**src/rtl/alu_seq_divider.sv**
```systemverilog
// Multi-cycle restoring divider feeding the Z register: returns {remainder, quotient}.
// Signed mode divides magnitudes, then fixes signs so that division truncates toward zero.
module alu_seq_divider #(
  parameter int DATA_WIDTH = 32,
  parameter int CNT_WIDTH  = 6
) (
  input  logic                    clock,
  input  logic                    clear_n,
  input  logic                    start,
  input  logic                    signed_op,
  input  logic [DATA_WIDTH-1:0]   dividend,
  input  logic [DATA_WIDTH-1:0]   divisor,
  output logic                    busy,
  output logic                    done,
  output logic                    div_by_zero,
  output logic [2*DATA_WIDTH-1:0] result
);

  typedef enum logic [1:0] {IDLE, RUN, FIX, DONE} state_t;

  state_t                state;
  logic [CNT_WIDTH-1:0]  count;
  logic [DATA_WIDTH-1:0] rem;
  logic [DATA_WIDTH-1:0] quo;
  logic [DATA_WIDTH-1:0] dvs;
  logic                  q_neg;
  logic                  r_neg;
  logic                  zero_div;

  logic                  a_neg;
  logic                  b_neg;
  logic [DATA_WIDTH-1:0] a_mag;
  logic [DATA_WIDTH-1:0] b_mag;
  logic [DATA_WIDTH:0]   shifted;
  logic [DATA_WIDTH:0]   trial;

  assign a_neg   = signed_op & dividend[DATA_WIDTH-1];
  assign b_neg   = signed_op & divisor[DATA_WIDTH-1];
  assign a_mag   = a_neg ? -dividend : dividend;
  assign b_mag   = b_neg ? -divisor : divisor;
  assign shifted = {rem, quo[DATA_WIDTH-1]};
  assign trial   = shifted - {1'b0, dvs};

  always_ff @(posedge clock) begin
    if (!clear_n) begin
      state       <= IDLE;
      count       <= '0;
      rem         <= '0;
      quo         <= '0;
      dvs         <= '0;
      q_neg       <= 1'b0;
      r_neg       <= 1'b0;
      zero_div    <= 1'b0;
      busy        <= 1'b0;
      done        <= 1'b0;
      div_by_zero <= 1'b0;
      result      <= '0;
    end else begin
      case (state)
        IDLE: begin
          done <= 1'b0;
          if (start) begin
            busy        <= 1'b1;
            div_by_zero <= 1'b0;
            count       <= '0;
            q_neg       <= a_neg ^ b_neg;
            r_neg       <= a_neg;
            dvs         <= b_mag;
            // A zero divisor skips iteration; rem/quo are preloaded with the final answer
            if (divisor == '0) begin
              zero_div <= 1'b1;
              rem      <= dividend;
              quo      <= '1;
              state    <= FIX;
            end else begin
              zero_div <= 1'b0;
              rem      <= '0;
              quo      <= a_mag;
              state    <= RUN;
            end
          end
        end
        RUN: begin
          if (!trial[DATA_WIDTH]) begin
            rem <= trial[DATA_WIDTH-1:0];
            quo <= {quo[DATA_WIDTH-2:0], 1'b1};
          end else begin
            rem <= shifted[DATA_WIDTH-1:0];
            quo <= {quo[DATA_WIDTH-2:0], 1'b0};
          end
          if (count == CNT_WIDTH'(DATA_WIDTH - 1)) begin
            state <= FIX;
          end else begin
            count <= count + CNT_WIDTH'(1);
          end
        end
        FIX: begin
          if (zero_div) begin
            result      <= {rem, quo};
            div_by_zero <= 1'b1;
          end else begin
            result <= {(r_neg ? -rem : rem), (q_neg ? -quo : quo)};
          end
          done  <= 1'b1;
          state <= DONE;
        end
        DONE: begin
          done  <= 1'b0;
          busy  <= 1'b0;
          state <= IDLE;
        end
        default: state <= IDLE;
      endcase
    end
  end

endmodule

```
**config.mk**
```make
export PLATFORM = sky130hd
export DESIGN_NAME = alu_seq_divider
export DESIGN_NICKNAME = d
export VERILOG_FILES = /design/src/rtl/alu_seq_divider.sv
export SDC_FILE = /design/constraint.sdc
export NUM_CORES = 1
export LEC_CHECK = 0
export CAP_MARGIN = 20
export CORE_MARGIN = 1.5
export CORE_UTILIZATION = 35
export DETAILED_ROUTE_END_ITERATION = 10
export PLACE_DENSITY = 0.51
export SYNTH_ARGS = -nofsm -noshare
export SYNTH_HDL_FRONTEND = slang
export SYNTH_SLANG_ARGS = --single-unit
export TNS_END_PERCENT = 50
```
**constraint.sdc**
```tcl
create_clock -name clock -period 5.6 [get_ports clock]
set_input_delay 1.12 -clock clock [delete_from_list [all_inputs] [get_ports clock]]
set_output_delay 1.12 -clock clock [all_outputs]
set_load 0.05 [all_outputs]
```
==> metrics.csv, run 1 <==
stage;metric;value;unit
outcome;status;completed;
grt;grtUsageTotal;21.0;%
timing;fin_skew;0.00787;ns
synth;synth-seq-cells;174;
timing;setup_viol;0;
grt;grt_pass1_vias;10200;
routing;first_pass_iters;5;
clocking;cts_tree;built;
hold_path;hold_path_class;reg2reg;
setup_path;max_stage_delay;0.62;ns
routing;via_per_inst;5.41;
clocking;cts_buffer_depth;2;
setup_path;crit_slowest_cell;nor4_1;
timing;hold_ws;0.478;ns
routing;drc_errors;0;
clocking;cts_max_level;4;
routing;final_antenna_net_count;0;
clocking;numCtsBuffers;17;
timing;layout_setup_ws;1.44;ns
job;cap_violations;0;
clocking;clock_latency;0.45;ns
routing;drt_first_iter_violations;747;
timing;period_share;74.4;%
floorplan;die_h;187;um
timing;period_minus_slack;4.16;ns
finish;fin_util;41.9;%
clocking;path_clk_slew;0.07;ns
placed_design;dp_hpwl;27.2;mm
placed_design;place_area;13400;sq um
pwr;fin_total_pwr;9.21;mW
synth;syn-num-nets;1607;
pwr;leakagePower;5.64;nW
setup_path;path_cells;clkdlybuf4s50_1 > nor4_1 > nand3_1 > nor2_1 > nand3_1 > nor2_2 > buf_4 > nand2_1 > o311a_1 > a21oi_1;
synth;synthArstFlopShare;0;%
routing;wirelength;36.6;mm
placed_design;portBuffers;134;
timing;slew_headroom;30.5;%
timing;setup_tns;0;ns
finish;synthToLayoutAreaGrowth;18.6;%
finish;layout.area.seq;3480;sq um
placed_design;dp.cells;1991;
routing;wl_per_cell;18.1;um
timing;rsz0062_at_grt;false;
floorplan;dieArea;34800;sq um
finish;multi_input_area;7720;sq um
clocking;postCtsSetupRepairBufs;0;
setup_path;crit_arrival;4.54;ns
clocking;ctsHoldBuffers;0;
synth;ys_seq_area_share;29.5;%
placed_design;pre_cts_slack;1.04;ns
finish;nFillCells;3564;
synth;synth_area;11800;sq um
setup_path;cpMostUsedCell;nand3_1;
grt;grt_first_pass_wirelength;58.4;mm
synth;avgSynthCellArea;7.88;sq um
grt;grt_max_degree;102;
setup_path;critPathKind;in2reg;
synth;yosys_warnings;0;
setup_path;crit_required;5.97;ns
floorplan;initial_core_util;35.3;%
timing;final_hold_viol_count;0;
clocking;root_buffer;clkbuf_16;
floorplan;dieWidth;187;um
floorplan;ios;135;
routing;vias;10900;
finish;layout.nets;1673;
setup_path;worstPathMaxFanout;18;
finish;stdcell_area;14000;sq um
setup_path;cp-start-kind;input port;
timing;drv_slew;0;
finish;instances_no_fill;2023;
synth;netlist_instances;1496;
floorplan;coreArea;33400;sq um
timing;tightest_slew;1.04;ns
timing;fmax;240;MHz
finish;n_antenna_cell;0;
placed_design;routabilityCongestion;0.894;
pwr;power.density;658;nW/um^2
synth;synth.distinct_cells;74;
finish;drive_above_1_share;5.27;%
grt;grt_antenna_before_repair;0;
synth;synth_ff_type;dfxtp_1;
grt;overflow;0;
clocking;cts_resized;0;
floorplan;placementRows;67;
synth;synth_edf_count;0;
clocking;cts_sinks;174;
pwr;peakVddDrop;0.249;mV
setup_path;endpoint_kind;flop;
[critical path, delay by kind of cell]
kind / cells / cell delay [ns]
simple gates: 6 / 2.32
buf+inv: 2 / 0.82
compound gates: 2 / 0.26
[state kept, by name, indices dropped and copies added, names as in the netlist]
signal,flops
result,64
dvs,32
quo,32
rem,32
count,6
state,2
busy,1
div_by_zero,1
done,1
q_neg,1
r_neg,1
zero_div,1
[final timing paths]
check        startpoint         end  slack, ns  cells past startpoint
max          divisor[3]      rem[7]       1.44                     10
min          result[23]  result[23]       0.48                      1
max reg2reg     quo[31]     rem[17]       1.58                     13
min reg2reg  result[23]  result[23]       0.48                      1
[cells in the mapped netlist (20+ instances only)]
cell type  count  area (sq um)
nand2_1      182           683
o211a_1       81           811
clkbuf_1      82           308
mux2i_1       20           200
ha_1          42           526
nor3_1        31           155
dfxtp_1      174          3480
xor2_1        64           561
o21ai_0      110           551
o221ai_1      25           219
inv_1         54           203
a21oi_1      126           631
nand3_1       34           170
nor2_1        80           300
a21boi_0      29           218
xnor2_1       72           631
or3_1         20           125
[routing by layer]
layer  track usage (%)  wire length (um)  up-vias
li1                  -                 -     5536
met1              29.2             17900     5125
met2              34.1             16800      255
met3              2.93              1370       28
met4              5.24               561        0
met5                 0                 0        -
[layout make-up]
class / count / area share, %
Inverter: 54 / 1.45
Multi-Input combinational cell: 1166 / 55.2
Clock buffer: 20 / 3.19
Tap cell: 448 / 4.01
Clock inverter: 12 / 0.814
Timing Repair Buffer: 149 / 10.5
Sequential cell: 174 / 24.9
[power breakdown]
part,leakage [nW],internal (mW),switching (mW)
registers,1.43,1.67,0.533
clock network,0.263,0.627,0.550
logic,3.95,2.27,3.57
total,5.64,4.56,4.65
[placed cells by master (no fill, tap or decap), types with 4 or more instances in the layout]
cell type,n
dfxtp_1,174
o211ai_1,15
a21boi_0,29
o31ai_1,13
buf_4,15
a211oi_1,11
clkbuf_16,17
or3_1,20
clkinvlp_4,4
and2_1,12
o221ai_1,25
nand3_1,34
a21oi_1,126
o21a_1,6
a22oi_1,10
or4_1,6
ha_1,40
xor2_1,64
mux2i_1,20
nor4_1,18
or2_2,7
mux2_2,9
xnor2_1,72
inv_1,54
and3_1,5
nand2_1,182
nand4_1,10
clkdlybuf4s50_1,133
o211a_1,81
a31oi_1,19
nor2_1,79
o41ai_1,9
nor3_1,31
o21ai_0,110
nor2b_1,18
a21o_1,13
nand2b_1,16
[cell families after synthesis]
family | Yosys count | synth area share, %
adders and majority gates | 43 | 4.63
muxes | 31 | 2.75
and+or+nand+nor | 461 | 18.8
AOI/OAI and AO/OA | 495 | 28.9
xor gates and xnor gates | 136 | 10.1
DFF | 174 | 29.5
buffers and inverters | 156 | 5.36
Power figures use the tool's default switching activity.
==> run 2: changes to the inputs <==
- clock period: 5.6 -> 4.1 ns (I/O delays scaled with it)
==> run 2 against run 1 <==
Net effect: sequential share of layout area is 0.43 points lower; first-iteration DRC count grew 12%; power up 41%; non-clock buffer count increased by 20; combinational power up 43%; critical path depth grew 1; worst setup slack lost 0.87 ns; sequential power grew 32%.
==> metrics.csv, run 2 (same netlist as run 1, synthesis figures left out) <==
stage;metric;value;unit;change
finish;mostFrequentLayoutCell;nand2_1;;
timing;period_share;86.2;%;
clocking;ctsHoldBuffers;0;;unchanged
finish;top_register;result;;
floorplan;dieArea;34800;sq um;unchanged
routing;drt_first_iter_violations;839;;+12%
clocking;cts_tree;built;;
placed_design;portBuffers;134;;unchanged
timing;setup_tns;0;ns;unchanged
hold_path;hold_path_class;reg2reg;;
placed_design;pre_cts_slack;0.261;ns;-0.781 ns
clocking;cts_buffer_depth;2;;unchanged
routing;wl_per_cell;18.5;um;+1.9%
floorplan;initial_core_util;35.3;%;unchanged
pwr;p_sw;6.49;mW;+40%
pwr;power.density;912;nW/um^2;+38%
timing;tightest_slew;0.969;ns;-0.0730 ns
setup_path;cp-start-kind;flop;;
timing;hold_ws;0.482;ns;+0.00395 ns
routing;wirelength;37.7;mm;+3.0%
floorplan;coreArea;33400;sq um;unchanged
floorplan;ios;135;;unchanged
pwr;leakagePower;5.80;nW;+2.7%
routing;drc_errors;0;;unchanged
finish;multi_input_area;7720;sq um;unchanged
timing;slew_headroom;35.4;%;+4.9 points
floorplan;die_h;187;um;unchanged
pwr;comb_power_share;64.1;%;+0.8 points
job;cap_violations;0;;unchanged
timing;fmax;283;MHz;
setup_path;critPathKind;reg2reg;;
routing;first_pass_iters;5;;unchanged
routing;via_per_inst;5.40;;-0.18%
floorplan;placementRows;67;;unchanged
grt;grtUsageMet1;29.5;%;+0.26 points
timing;layout_setup_ws;0.566;ns;-0.870 ns
routing;final_antenna_net_count;0;;unchanged
timing;rsz0062_at_grt;false;;
pwr;fin_total_pwr;13.0;mW;+41%
hold_path;hold_path_end;result[23];;
finish;fin_util;42.7;%;+0.74 points
setup_path;reg2reg_from;rem[18];;
finish;synthToLayoutAreaGrowth;20.7;%;
pwr;peakVddDrop;0.484;mV;+94%
pwr;clkPwrFrac;13.6;%;+0.8 points
clocking;cts_max_level;4;;unchanged
grt;grt_antenna_before_repair;0;;unchanged
pwr;p_int;6.50;mW;+42%
setup_path;endpoint_kind;flop;;
finish;drive_above_1_share;6.52;%;+1.3 points
clocking;numCtsBuffers;17;;unchanged
setup_path;timing.rr.end;rem[21];;
finish;layout.area.seq;3480;sq um;unchanged
timing;setup_viol;0;;unchanged
clocking;clock_latency;0.45;ns;about the same
placed_design;dp_hpwl;28.2;mm;+3.5%
setup_path;crit_required;4.43;ns;-1.54 ns
finish;n_antenna_cell;0;;unchanged
clocking;root_buffer;clkbuf_16;;
routing;vias;11000;;+0.80%
setup_path;rrSetupSlack;0.57;ns;-1.01 ns
clocking;postCtsSetupRepairBufs;0;;unchanged
clocking;cts_sinks;174;;unchanged
hold_path;hp-start;result[23];;
setup_path;r2r_cells;11;;-2
pwr;swShare;50.0;%;-0.51 points
hold_path;whs_path_depth;1;;unchanged
floorplan;dieWidth;187;um;unchanged
placed_design;routabilityCongestion;0.867;;-3.1%
finish;layout_common_cells;182 x nand2_1, 174 x dfxtp_1, 133 x clkdlybuf4s50_1;;
timing;drv_slew;0;;unchanged
finish;nFillCells;3489;;-2.1%
pwr;power_frac_seq;22.3;%;-1.6 points
setup_path;worstPathMaxFanout;42;;+24
grt;top_usage_layer;met2;;
timing;final_hold_viol_count;0;;unchanged
setup_path;crit_arrival;3.86;ns;-0.68 ns
finish;largest_register_ffs;64;;unchanged
timing;period_minus_slack;3.53;ns;
grt;grtUsageTotal;21.4;%;+0.43 points
clocking;path_clk_slew;0.07;ns;about the same
grt;met3_usage;3.12;%;+0.19 points
grt;grt_pass1_vias;10300;;+0.76%
grt;overflow;0;;unchanged
timing;fin_skew;0.0118;ns;+0.00390 ns
grt;grt_first_pass_wirelength;59.4;mm;+1.7%
finish;layout.nets;1693;;+1.2%
outcome;status;completed;;
grt;grt_max_degree;78;;-24%
clocking;cts_resized;0;;unchanged
grt;grt_util_met2;34.1;%;about the same
[run 2: final cells by class]
| type | count | share of cell area (%) |
|---|---|---|
| inverter | 54 | 1.42 |
| multi-input combinational | 1166 | 54.2 |
| tap | 448 | 3.94 |
| timing repair buffer | 169 | 11.6 |
| clock inverter | 13 | 1.25 |
| sequential | 174 | 24.5 |
| clock buffer | 19 | 3.11 |
[run 2: per-layer routing]
metal	vias to the layer above	routed length, um	share of wire (%)
met4	0	1040	2.8
met3	36	1640	4.3
li1	5570	-	-
met5	-	0	0
met1	5165	18000	48
met2	261	17100	45
[run 2: per-stage QoR]
step	cell area [sq um]	std cells
5_1_grt	14200	2043
2_1_floorplan	11800	1496
6_report	14200	2043
3_5_place_dp	13600	2011
3_3_place_gp	13600	2011
4_1_cts	14200	2043
[run 2: worst max path at each step]
stage / slack (ns) / startpoint / to / cells after the start
floorplan: 1.01 / rem[25] / rem[11] / 12
global placement: 0.34 / divisor[3] / dvs[29] / 10
detailed placement: 0.26 / divisor[3] / dvs[29] / 10
CTS: 0.60 / rem[25] / rem[17] / 11
global route: 0.37 / rem[18] / rem[21] / 11
finish: 0.57 / rem[18] / rem[21] / 11
[run 2: power groups by stage]
stage / sequential [mW] / clock [mW] / combinational, mW
floorplan: 3.52 / 0 / 5.27
global placement: 2.92 / 0 / 8.28
detailed placement: 2.93 / 0 / 8.26
CTS: 2.89 / 1.81 / 8.31
global route: 2.98 / 1.87 / 9.12
finish: 2.90 / 1.76 / 8.32
[run 2: worst max-delay path, cell delays in order, from the launching register on]
cell and delay, ns:
dfxtp_1 0.51, ha_1 0.37, a21oi_1 0.27, o21ai_0 0.27
a311oi_1 0.31, a21oi_1 0.10, or4b_1 0.55, nand4_2 0.13
buf_12 0.24, mux2_2 0.37, a221oi_1 0.23, nor2_1 0.07
